File: src/rtl/pci_master_ctrl.sv
// PCI initiator sequencer: REQ/GNT arbitration, address phase, IRDY#/TRDY# data phases, STOP# disconnect.
// Optional master-abort devsel timer is built when MASTER_ABORT_EN is defined.
module pci_master_ctrl #(
  parameter int unsigned DEVSEL_TIMEOUT = 5
) (
  input  logic        clk,
  input  logic        rst,
  input  logic        req_start,
  input  logic [3:0]  req_cmd,
  input  logic [31:0] req_addr,
  input  logic [3:0]  req_num,
  input  logic [3:0]  req_be,
  input  logic [31:0] wr_data,
  output logic        wr_pop,
  output logic [31:0] rd_data,
  output logic        rd_valid,
  output logic        busy,
  output logic        done,
  output logic        disc,
  output logic        abort,
  output logic        req_bus,
  input  logic        gnt,
  output logic        frame,
  output logic        irdy,
  input  logic        trdy,
  input  logic        devsel,
  input  logic        stop,
  output logic [3:0]  c_be,
  output logic [31:0] ad_out,
  output logic        ad_oe,
  input  logic [31:0] ad_in
);

  typedef enum logic [2:0] {S_IDLE, S_REQ, S_ADDR, S_DATA, S_DISC, S_MABT, S_REL} state_t;

  state_t      state_q, state_d;
  logic [3:0]  cmd_q, cmd_d, num_q, num_d, be_q, be_d, rem_q, rem_d, c_be_q, c_be_d;
  logic [31:0] addr_q, addr_d, ad_out_q, ad_out_d, rd_data_q, rd_data_d;
  logic        frame_q, frame_d, irdy_q, irdy_d, req_bus_q, req_bus_d, ad_oe_q, ad_oe_d;
  logic        busy_q, busy_d, done_q, done_d, disc_q, disc_d;
  logic        wr_pop_q, wr_pop_d, rd_valid_q, rd_valid_d;
  logic        xfer, stop_hit, tmo, enter_rel;
  logic [3:0]  rem_nx;

`ifdef MASTER_ABORT_EN
  localparam logic [3:0] TMO_LAST = 4'(DEVSEL_TIMEOUT - 1);
  logic [3:0] tmr_q, tmr_d;
  logic       dev_seen_q, dev_seen_d, abort_q, abort_d;
`endif

  always_comb begin
    state_d = state_q; cmd_d = cmd_q; num_d = num_q; be_d = be_q; rem_d = rem_q;
    addr_d = addr_q; c_be_d = c_be_q; ad_out_d = ad_out_q; ad_oe_d = ad_oe_q;
    frame_d = frame_q; irdy_d = irdy_q; req_bus_d = req_bus_q; busy_d = busy_q;
    rd_data_d = rd_data_q;
    done_d = 1'b0; disc_d = 1'b0; wr_pop_d = 1'b0; rd_valid_d = 1'b0;
    enter_rel = 1'b0;
    // irdy_q is low for the whole data phase, so a transfer is just TRDY# sampled low
    xfer     = (state_q == S_DATA) && !irdy_q && !trdy;
    stop_hit = (state_q == S_DATA) && !stop && !devsel;
    rem_nx   = rem_q - {3'b000, xfer};
`ifdef MASTER_ABORT_EN
    tmr_d = tmr_q; dev_seen_d = dev_seen_q; abort_d = 1'b0;
    tmo = (state_q == S_DATA) && devsel && !dev_seen_q && (tmr_q == TMO_LAST);
    if (state_q == S_DATA) begin
      if (!devsel) dev_seen_d = 1'b1;
      else if (!dev_seen_q) tmr_d = tmr_q + 4'd1;
    end
`else
    tmo = 1'b0;
`endif
    case (state_q)
      S_IDLE: if (req_start && req_num != 4'd0) begin
        cmd_d = req_cmd; addr_d = req_addr; num_d = req_num; be_d = req_be;
        busy_d = 1'b1; req_bus_d = 1'b0; state_d = S_REQ;
      end
      S_REQ: if (!gnt) begin
        state_d = S_ADDR; frame_d = 1'b0; ad_out_d = addr_q; ad_oe_d = 1'b1;
        c_be_d = cmd_q; req_bus_d = 1'b1;
      end
      S_ADDR: begin
        state_d = S_DATA; irdy_d = 1'b0; c_be_d = be_q; rem_d = num_q;
        frame_d = (num_q == 4'd1);
        ad_oe_d = cmd_q[0];
        ad_out_d = cmd_q[0] ? wr_data : 32'h0;
`ifdef MASTER_ABORT_EN
        tmr_d = 4'd0; dev_seen_d = 1'b0;
`endif
      end
      S_DATA: begin
        if (cmd_q[0]) ad_out_d = wr_data;
        if (xfer) begin
          rem_d = rem_nx;
          wr_pop_d = cmd_q[0];
          rd_valid_d = !cmd_q[0];
          if (!cmd_q[0]) rd_data_d = ad_in;
          if (rem_q == 4'd2) frame_d = 1'b1;
        end
        if (stop_hit) begin
          if (!frame_q) begin
            state_d = S_DISC; frame_d = 1'b1;
          end else begin
            enter_rel = 1'b1; disc_d = (rem_nx != 4'd0);
          end
        end else if (xfer && rem_q == 4'd1) begin
          enter_rel = 1'b1;
        end else if (tmo) begin
          state_d = S_MABT; frame_d = 1'b1;
        end
      end
      S_DISC: begin
        enter_rel = 1'b1; disc_d = (rem_q != 4'd0);
      end
      S_MABT: begin
        enter_rel = 1'b1;
`ifdef MASTER_ABORT_EN
        abort_d = 1'b1;
`endif
      end
      S_REL: begin
        state_d = S_IDLE; busy_d = 1'b0;
      end
      default: state_d = S_IDLE;
    endcase
    if (enter_rel) begin
      state_d = S_REL; frame_d = 1'b1; irdy_d = 1'b1; ad_oe_d = 1'b0;
      ad_out_d = 32'h0; c_be_d = 4'hF; done_d = 1'b1;
    end
  end

  always_ff @(posedge clk) begin
    if (rst) begin
      state_q <= S_IDLE; cmd_q <= 4'h0; num_q <= 4'h0; be_q <= 4'h0; rem_q <= 4'h0;
      addr_q <= 32'h0; c_be_q <= 4'hF; ad_out_q <= 32'h0; ad_oe_q <= 1'b0;
      frame_q <= 1'b1; irdy_q <= 1'b1; req_bus_q <= 1'b1; busy_q <= 1'b0;
      done_q <= 1'b0; disc_q <= 1'b0; wr_pop_q <= 1'b0; rd_valid_q <= 1'b0;
      rd_data_q <= 32'h0;
`ifdef MASTER_ABORT_EN
      tmr_q <= 4'd0; dev_seen_q <= 1'b0; abort_q <= 1'b0;
`endif
    end else begin
      state_q <= state_d; cmd_q <= cmd_d; num_q <= num_d; be_q <= be_d; rem_q <= rem_d;
      addr_q <= addr_d; c_be_q <= c_be_d; ad_out_q <= ad_out_d; ad_oe_q <= ad_oe_d;
      frame_q <= frame_d; irdy_q <= irdy_d; req_bus_q <= req_bus_d; busy_q <= busy_d;
      done_q <= done_d; disc_q <= disc_d; wr_pop_q <= wr_pop_d; rd_valid_q <= rd_valid_d;
      rd_data_q <= rd_data_d;
`ifdef MASTER_ABORT_EN
      tmr_q <= tmr_d; dev_seen_q <= dev_seen_d; abort_q <= abort_d;
`endif
    end
  end

  assign wr_pop = wr_pop_q;     assign rd_data = rd_data_q;   assign rd_valid = rd_valid_q;
  assign busy = busy_q;         assign done = done_q;         assign disc = disc_q;
  assign req_bus = req_bus_q;   assign frame = frame_q;       assign irdy = irdy_q;
  assign c_be = c_be_q;         assign ad_out = ad_out_q;     assign ad_oe = ad_oe_q;
`ifdef MASTER_ABORT_EN
  assign abort = abort_q;
`else
  assign abort = 1'b0;
`endif

endmodule

File: config.mk
export PLATFORM = sky130hd
export DESIGN_NAME = pci_master_ctrl
export DESIGN_NICKNAME = d
export VERILOG_FILES = /design/src/rtl/pci_master_ctrl.sv
export SDC_FILE = /design/constraint.sdc
export NUM_CORES = 1
export LEC_CHECK = 0
export CORE_UTILIZATION = 44
export CTS_CLUSTER_SIZE = 12
export DETAILED_ROUTE_END_ITERATION = 10
export HOLD_SLACK_MARGIN = 0.1
export PLACE_DENSITY_LB_ADDON = 0.15
export SYNTH_ARGS = -nofsm -noshare
export SYNTH_HDL_FRONTEND = slang
export SYNTH_SLANG_ARGS = --single-unit
export TNS_END_PERCENT = 30
File: constraint.sdc
create_clock -name clk -period 2.3 [get_ports clk]
set_input_delay 0.46 -clock clk [delete_from_list [all_inputs] [get_ports clk]]
set_output_delay 0.46 -clock clk [all_outputs]
set_load 0.03 [all_outputs]
-- Word level (Yosys, flattened, before mapping)
Index checks and enable logic that the tools add are counted.
- flip-flop bits (word level): 128
- input bits: 115
- $add $sub $neg: 1
- muxes and demuxes: 34
- equal/unequal tests: 20
- bitwise gates (word level): 4
- reduce and logical (&&, ||, !) cells: 33
- operator list (kind ; count):
    two-way mux 32 bit ; 3
    one-hot mux 32 bit (3 select lines) ; 1
    one-hot mux 4 bit (2 select lines) ; 2
    two-way mux 3 bit ; 5
    one-hot mux 3 bit (5 select lines) ; 1
    two-way mux 1 bit ; 14
    inequality test 2 bit (second input constant) ; 6
    inequality test 3 bit (second input constant) ; 4
    nonzero test 4 bit ; 3
    one-hot mux 1 bit (2 select lines) ; 5
    AND reduction 2 bit ; 5
    AND reduction 5 bit ; 2
    equality test 3 bit (second input constant) ; 3
    AND reduction 3 bit ; 3
    equality test 4 x 1 -> 1 bit (second input constant) ; 2
    two-way mux 4 bit ; 2
    nonzero test 2 bit ; 4
    equality test 3 x 2 -> 1 bit (second input constant) ; 2
    logical AND 1 bit ; 6
    logical NOT 1 bit ; 5
    equality test 4 x 2 -> 1 bit (second input constant) ; 1
    NOT 1 bit ; 4
    OR reduction 2 bit ; 2
    subtractor 4 x 1 -> 4 bit ; 1
    other kinds (6) ; 6

-- Logic depth before layout (Yosys ltp)
- word-level depth: 9
- gate-level depth with buffers: 9
- gate-level depth less buffers: 8

-- Least setup slack after synthesis
OpenSTA, ideal clock, no wires.
- path type: reg-to-reg
- from: reg irdy_q (netlist: irdy)
- to: reg ad_out_q[13] (netlist: ad_out[13])
- path slack: 0.453 ns
- arrival: 1.709 ns
- library setup time: 0.138 ns
- data required time: 2.162 ns
- buffers on the path: 2
- stages on the path, launching flop included: 7
- cell sequence: dfxtp_1 or4b_4 o41ai_4 a211o_2 buf_6 buf_12 a211oi_1
- cells in the longest elaborated chain, start to end: 8
- ends and longest elaborated chain (element ; RTL line ; text):
    from (decl) ; 39 ; logic frame_q, frame_d, irdy_q, irdy_d, req_bus_q, req_bus_d, ad_oe_q, ad_oe_d;
    from (signal assigned) ; 144 ; frame_q <= frame_d; irdy_q <= irdy_d; req_bus_q <= req_bus_d; busy_q <= busy_d;
    logical NOT 1 bit ; 59 ; xfer = (state_q == S_DATA) && !irdy_q && !trdy;
    logical AND 1 bit (2 in series) ; 59 ;
    logical AND 1 bit ; 105 ; end else if (xfer && rem_q == 4'd1) begin
    two-way mux 1 bit ; 105 ;
    two-way mux 1 bit ; 99 ; if (stop_hit) begin
    one-hot mux 1 bit (2 select lines) ; 72 ; case (state_q)
    OR reduction 2 bit (no line) ; n/a ;
    to (signal assigned) ; 134 ; addr_q <= 32'h0; c_be_q <= 4'hF; ad_out_q <= 32'h0; ad_oe_q <= 1'b0;
    to (signal assigned) ; 143 ; addr_q <= addr_d; c_be_q <= c_be_d; ad_out_q <= ad_out_d; ad_oe_q <= ad_oe_d;
    to (decl) ; 38 ; logic [31:0] addr_q, addr_d, ad_out_q, ad_out_d, rd_data_q, rd_data_d;
Every way passes these cells.
A chain may end at the register's enable or synchronous reset.

-- Worst setup path after layout
- from: in req_num[2]
- to: reg num_q[0]
- cells in the longest elaborated chain, start to end: 3
- ends and longest elaborated chain (element ; RTL line ; text):
    from (decl) ; 11 ; input logic [3:0] req_num,
    nonzero test 4 bit ; 73 ; S_IDLE: if (req_start && req_num != 4'd0) begin
    logical AND 1 bit ; 73 ;
    AND reduction 2 bit (no line) ; n/a ;
    to (signal assigned) ; 133 ; state_q <= S_IDLE; cmd_q <= 4'h0; num_q <= 4'h0; be_q <= 4'h0; rem_q <= 4'h0;
    to (signal assigned) ; 142 ; state_q <= state_d; cmd_q <= cmd_d; num_q <= num_d; be_q <= be_d; rem_q <= rem_d;
    to (decl) ; 37 ; logic [3:0] cmd_q, cmd_d, num_q, num_d, be_q, be_d, rem_q, rem_d, c_be_q, c_be_d;
Every way passes these cells.

==> summary.txt <==
Min path
  • Hold Path Depth: 2
  • Tightest Hold Check Type: flip-flop to flip-flop
  • Hold Path End: rd_data[21]$_SDFFE_PP0P_
  • Hold Crit Start: rd_data[21]$_SDFFE_PP0P_

Pwr
  • NetSw: between 1500 and 2000 uW
  • Final Total Pwr: about 6100 uW
  • Pint: between 4000 and 5000 uW
  • Pwr/cell area: 789 nW/um2
  • Seq pwr share: 0.409
  • Net Sw Frac: 0.269
  • Worst vdd ir: about 520 uV
  • Comb power frac: 0.196
  • Leak: 0.00272 uW
  • Clk pwr share: 0.395

Route
  • Drt wl/cell: ~16 um
  • Vias: approximately 5100
  • Remaining routing DRC violations: 0
  • Initial DRC count: approximately 290
  • Post-DR vias/cell: ~5.4
  • Detailed-router iteration count before antenna repair: 5
  • Post-route ant nets: 0
  • Total Wirelength: between 15000 and 20000 um

Place
  • I/O Buffers: about 190
  • GPL Wtd Cong: roughly 0.84
  • HPWL Detailed: approximately 11000 um
  • Dpl cells: between 900 and 1000

Die
  • Core Rows: 39
  • Starting Density: 0.451
  • Die Area: ~12000 um2
  • IO Pins: 193
  • Core area: between 10000 and 15000 um2
  • Die Ht: between 100 and 150 um
  • Die Wd: approximately 110 um

Synth
  • Syn Nets: 733
  • Sequential share of the synthesized area: 0.497
  • Synth cell types: between 50 and 60
  • Top post-synthesis cells by count: nand2_1 (166), dfxtp_1 (128), a21oi_1 (118), a211oi_1 (33), clkbuf_1 (33)
  • Main flop type after synthesis: dfxtp_1
  • Synth warn: 0
  • Post-synth top area cell: dfxtp_1
  • Synth Area per Inst: roughly 8.4 um2
  • Synth Register Bits: 128
  • Synth async-reset ratio: 0
  • Number of synthesized flops with an enable pin: 0
  • Synth top area share: 0.497
  • Mapped Area: around 5200 um2
  • Most numerous cell in the Yosys netlist: nand2_1
  • Area contributors post-synth: dfxtp_1 (50%), nand2_1 (12%), a21oi_1 (11%)
  • Cells after Synth: 616

Setup path
  • Reg2Reg Launch Point: state_q[2]$_SDFFE_PP0P_
  • Crit Path Max Fanout: 27
  • Worst path slowest cell: nor4_4
  • Setup CP Type: primary input to flip-flop
  • Critical Path End Type: flip-flop
  • Cells along the critical path: clkdlybuf4s50_1, o41ai_2, nor4_4, buf_12, nand2_1, a21oi_1
  • Crit path max-delay family: simple AND/OR/NAND/NOR gates
  • Worst EP arrival: around 2.4 ns
  • Slowest cell delay on critical path: approximately 0.84 ns
  • CP startpoint kind: primary input
  • Reg2Reg Setup Slack: approximately 0.30 ns
  • CP required: ~2.6 ns
  • Worst reg2reg path depth: 4
  • R2r endpoint: num_q[0]$_SDFFE_PP0P_
  • Buf/Inv on CP: 2

Layout
  • Nets@finish: between 900 and 1000
  • Syn-to-layout area delta: 50.3%
  • Layout fillers: a little under 1000
  • Area of the multi-input gates: approximately 2300 um2
  • ANT cells: 0
  • FF+latch area: 2560 um2
  • Layout cells sized above 1: 0.0769
  • Non-filler cells in the finished layout: around 950

Flow run
  • Max-Cap Viols: 0

Global route
  • GR Overflow Total: 0
  • Largest net degree at the start of global routing: 43
  • Tot GR Track Use: 0.248
  • Initial antenna violation count: 0
  • Number of global-route vias before repair: about 5000
  • First-pass GRT wire length: between 20000 and 25000 um
  • Most Crowded Layer GR: met2
  • GR Layer Usage met1: 0.295
  • Met2 GRT Util: 0.427
  • Met3 GRT Util: 0.0670

Clock tree
  • Clk root buf: clkbuf_16
  • Worst-case clock buffer depth: 2
  • CTS Sinks: around 130
  • CTS Hold Bufs: 0
  • CTS tree: done
  • Clk slew on worst S/H paths: approximately 0.050 ns
  • H-tree levels: 4
  • CTS Buf Count: 17
  • Clock Latency Late Sink: around 0.40 ns
  • Cts repair resizes: 0
  • Setup bufs post-CTS: 0

STA
  • Max-slew violations: 0
  • Final period utilization: 0.918
  • F_max: 0.474 GHz
  • Final Hold Viols: 0
  • Fin Hold WS: 0.451 ns
  • RSZ-0062 raised after global routing: false
  • Worst-Margin Slew: roughly 1.1 ns
  • Rel. slew slack: 0.259
  • Crit path time final: 2.11 ns
  • Finish-stage setup viols: 0
  • Clock skew: 0.00804 ns

Run status
  • Status: finished, final reports clean
-- worst max-delay path by stage --
stage,start,endpoint,cells past startpoint
after CTS,req_num[2],num_q[0]$_SDFFE_PP0P_,6
final,req_num[2],num_q[0]$_SDFFE_PP0P_,6
after global placement,req_num[0],be_q[0]$_SDFFE_PP0P_,6
after global routing,req_num[2],be_q[3]$_SDFFE_PP0P_,6
after floorplan,irdy$_SDFFE_PP1P_,ad_out[13]$_SDFFE_PP0P_,6
after detailed placement,req_num[2],addr_q[30]$_SDFFE_PP0P_,6
-- worst min-delay path: stages, from the launching register on --
cell     delay [ns]
dfxtp_1        0.30
nand2_1        0.05
a21oi_1        0.05
-- state kept, by name, indices dropped and copies added, names as in the netlist --
signal and flops:
done 1, busy 1, state_q 3, num_q 4, ad_out 32, req_bus 1, c_be 4, frame 1
ad_oe 1, rd_valid 1, rd_data 32, addr_q 32, be_q 4, irdy 1, cmd_q 4, wr_pop 1
rem_q 4, disc 1
-- cell usage in the layout (no fill, tap or decap), types with 3 or more instances in the layout --
cell	n
a211oi_1	33
buf_12	6
clkinv_2	7
clkbuf_16	17
nor2_1	11
a22oi_1	32
clkdlybuf4s50_1	190
a21oi_1	118
o211ai_1	6
inv_1	6
nand2_1	166
nor3_1	3
nand3_1	3
o21ai_0	8
dfxtp_1	128
clkbuf_1	3
buf_4	17
mux2i_1	4
nor2b_1	3
-- kinds of logic (layout without fill, tap and decap cells) --
kind of cell | count (synthesis) | in the layout | share of synthesized area
flops | 128 | 128 | 0.497
fa+ha+maj | 2 | 2 | 0.00485
other cells | 1 | 1 | 0.000727
simple gates | 206 | 206 | 0.172
buf+inv | 60 | 250 | 0.0587
mux | 4 | 4 | 0.00777
compound gates | 213 | 213 | 0.256
xor+xnor | 2 | 2 | 0.00340
-- metal layers --
layer	share of wire	vias to the layer above	wire length, um
met4	0.020	0	296
met1	0.41	2358	6190
met2	0.49	195	7400
met5	0	-	0
met3	0.076	28	1140
li1	-	2507	-
-- power by group through the flow --
stage	clock network [uW]	logic [uW]	registers (uW)
global route	2570	1290	2520
finish	2410	1200	2500
CTS	2460	1200	2500
floorplan	0	481	2690
global placement	0	1180	2530
detailed placement	0	1200	2540
-- final cells by class --
cell class                 count  share of cell area
clock inverter                 8             0.00840
sequential                   128               0.331
inverter                       6             0.00291
clock buffer                  22              0.0599
multi-input combinational    428               0.297
timing repair buffer         214               0.278
tap                          143              0.0231
-- stage by stage --
step                      setup WS [ns]  area, um2  utilization  setup TNS (ns)
after detailed placement         -0.219       7220        0.632           -7.20
final                             0.190       7750        0.678               0
after floorplan                   0.453       5150            -               0
after global placement           -0.142       7220        0.632           -3.75
after CTS                         0.189       7750        0.678               0
after global routing             0.0712       7750        0.678               0
Power figures use the tool's default switching activity.
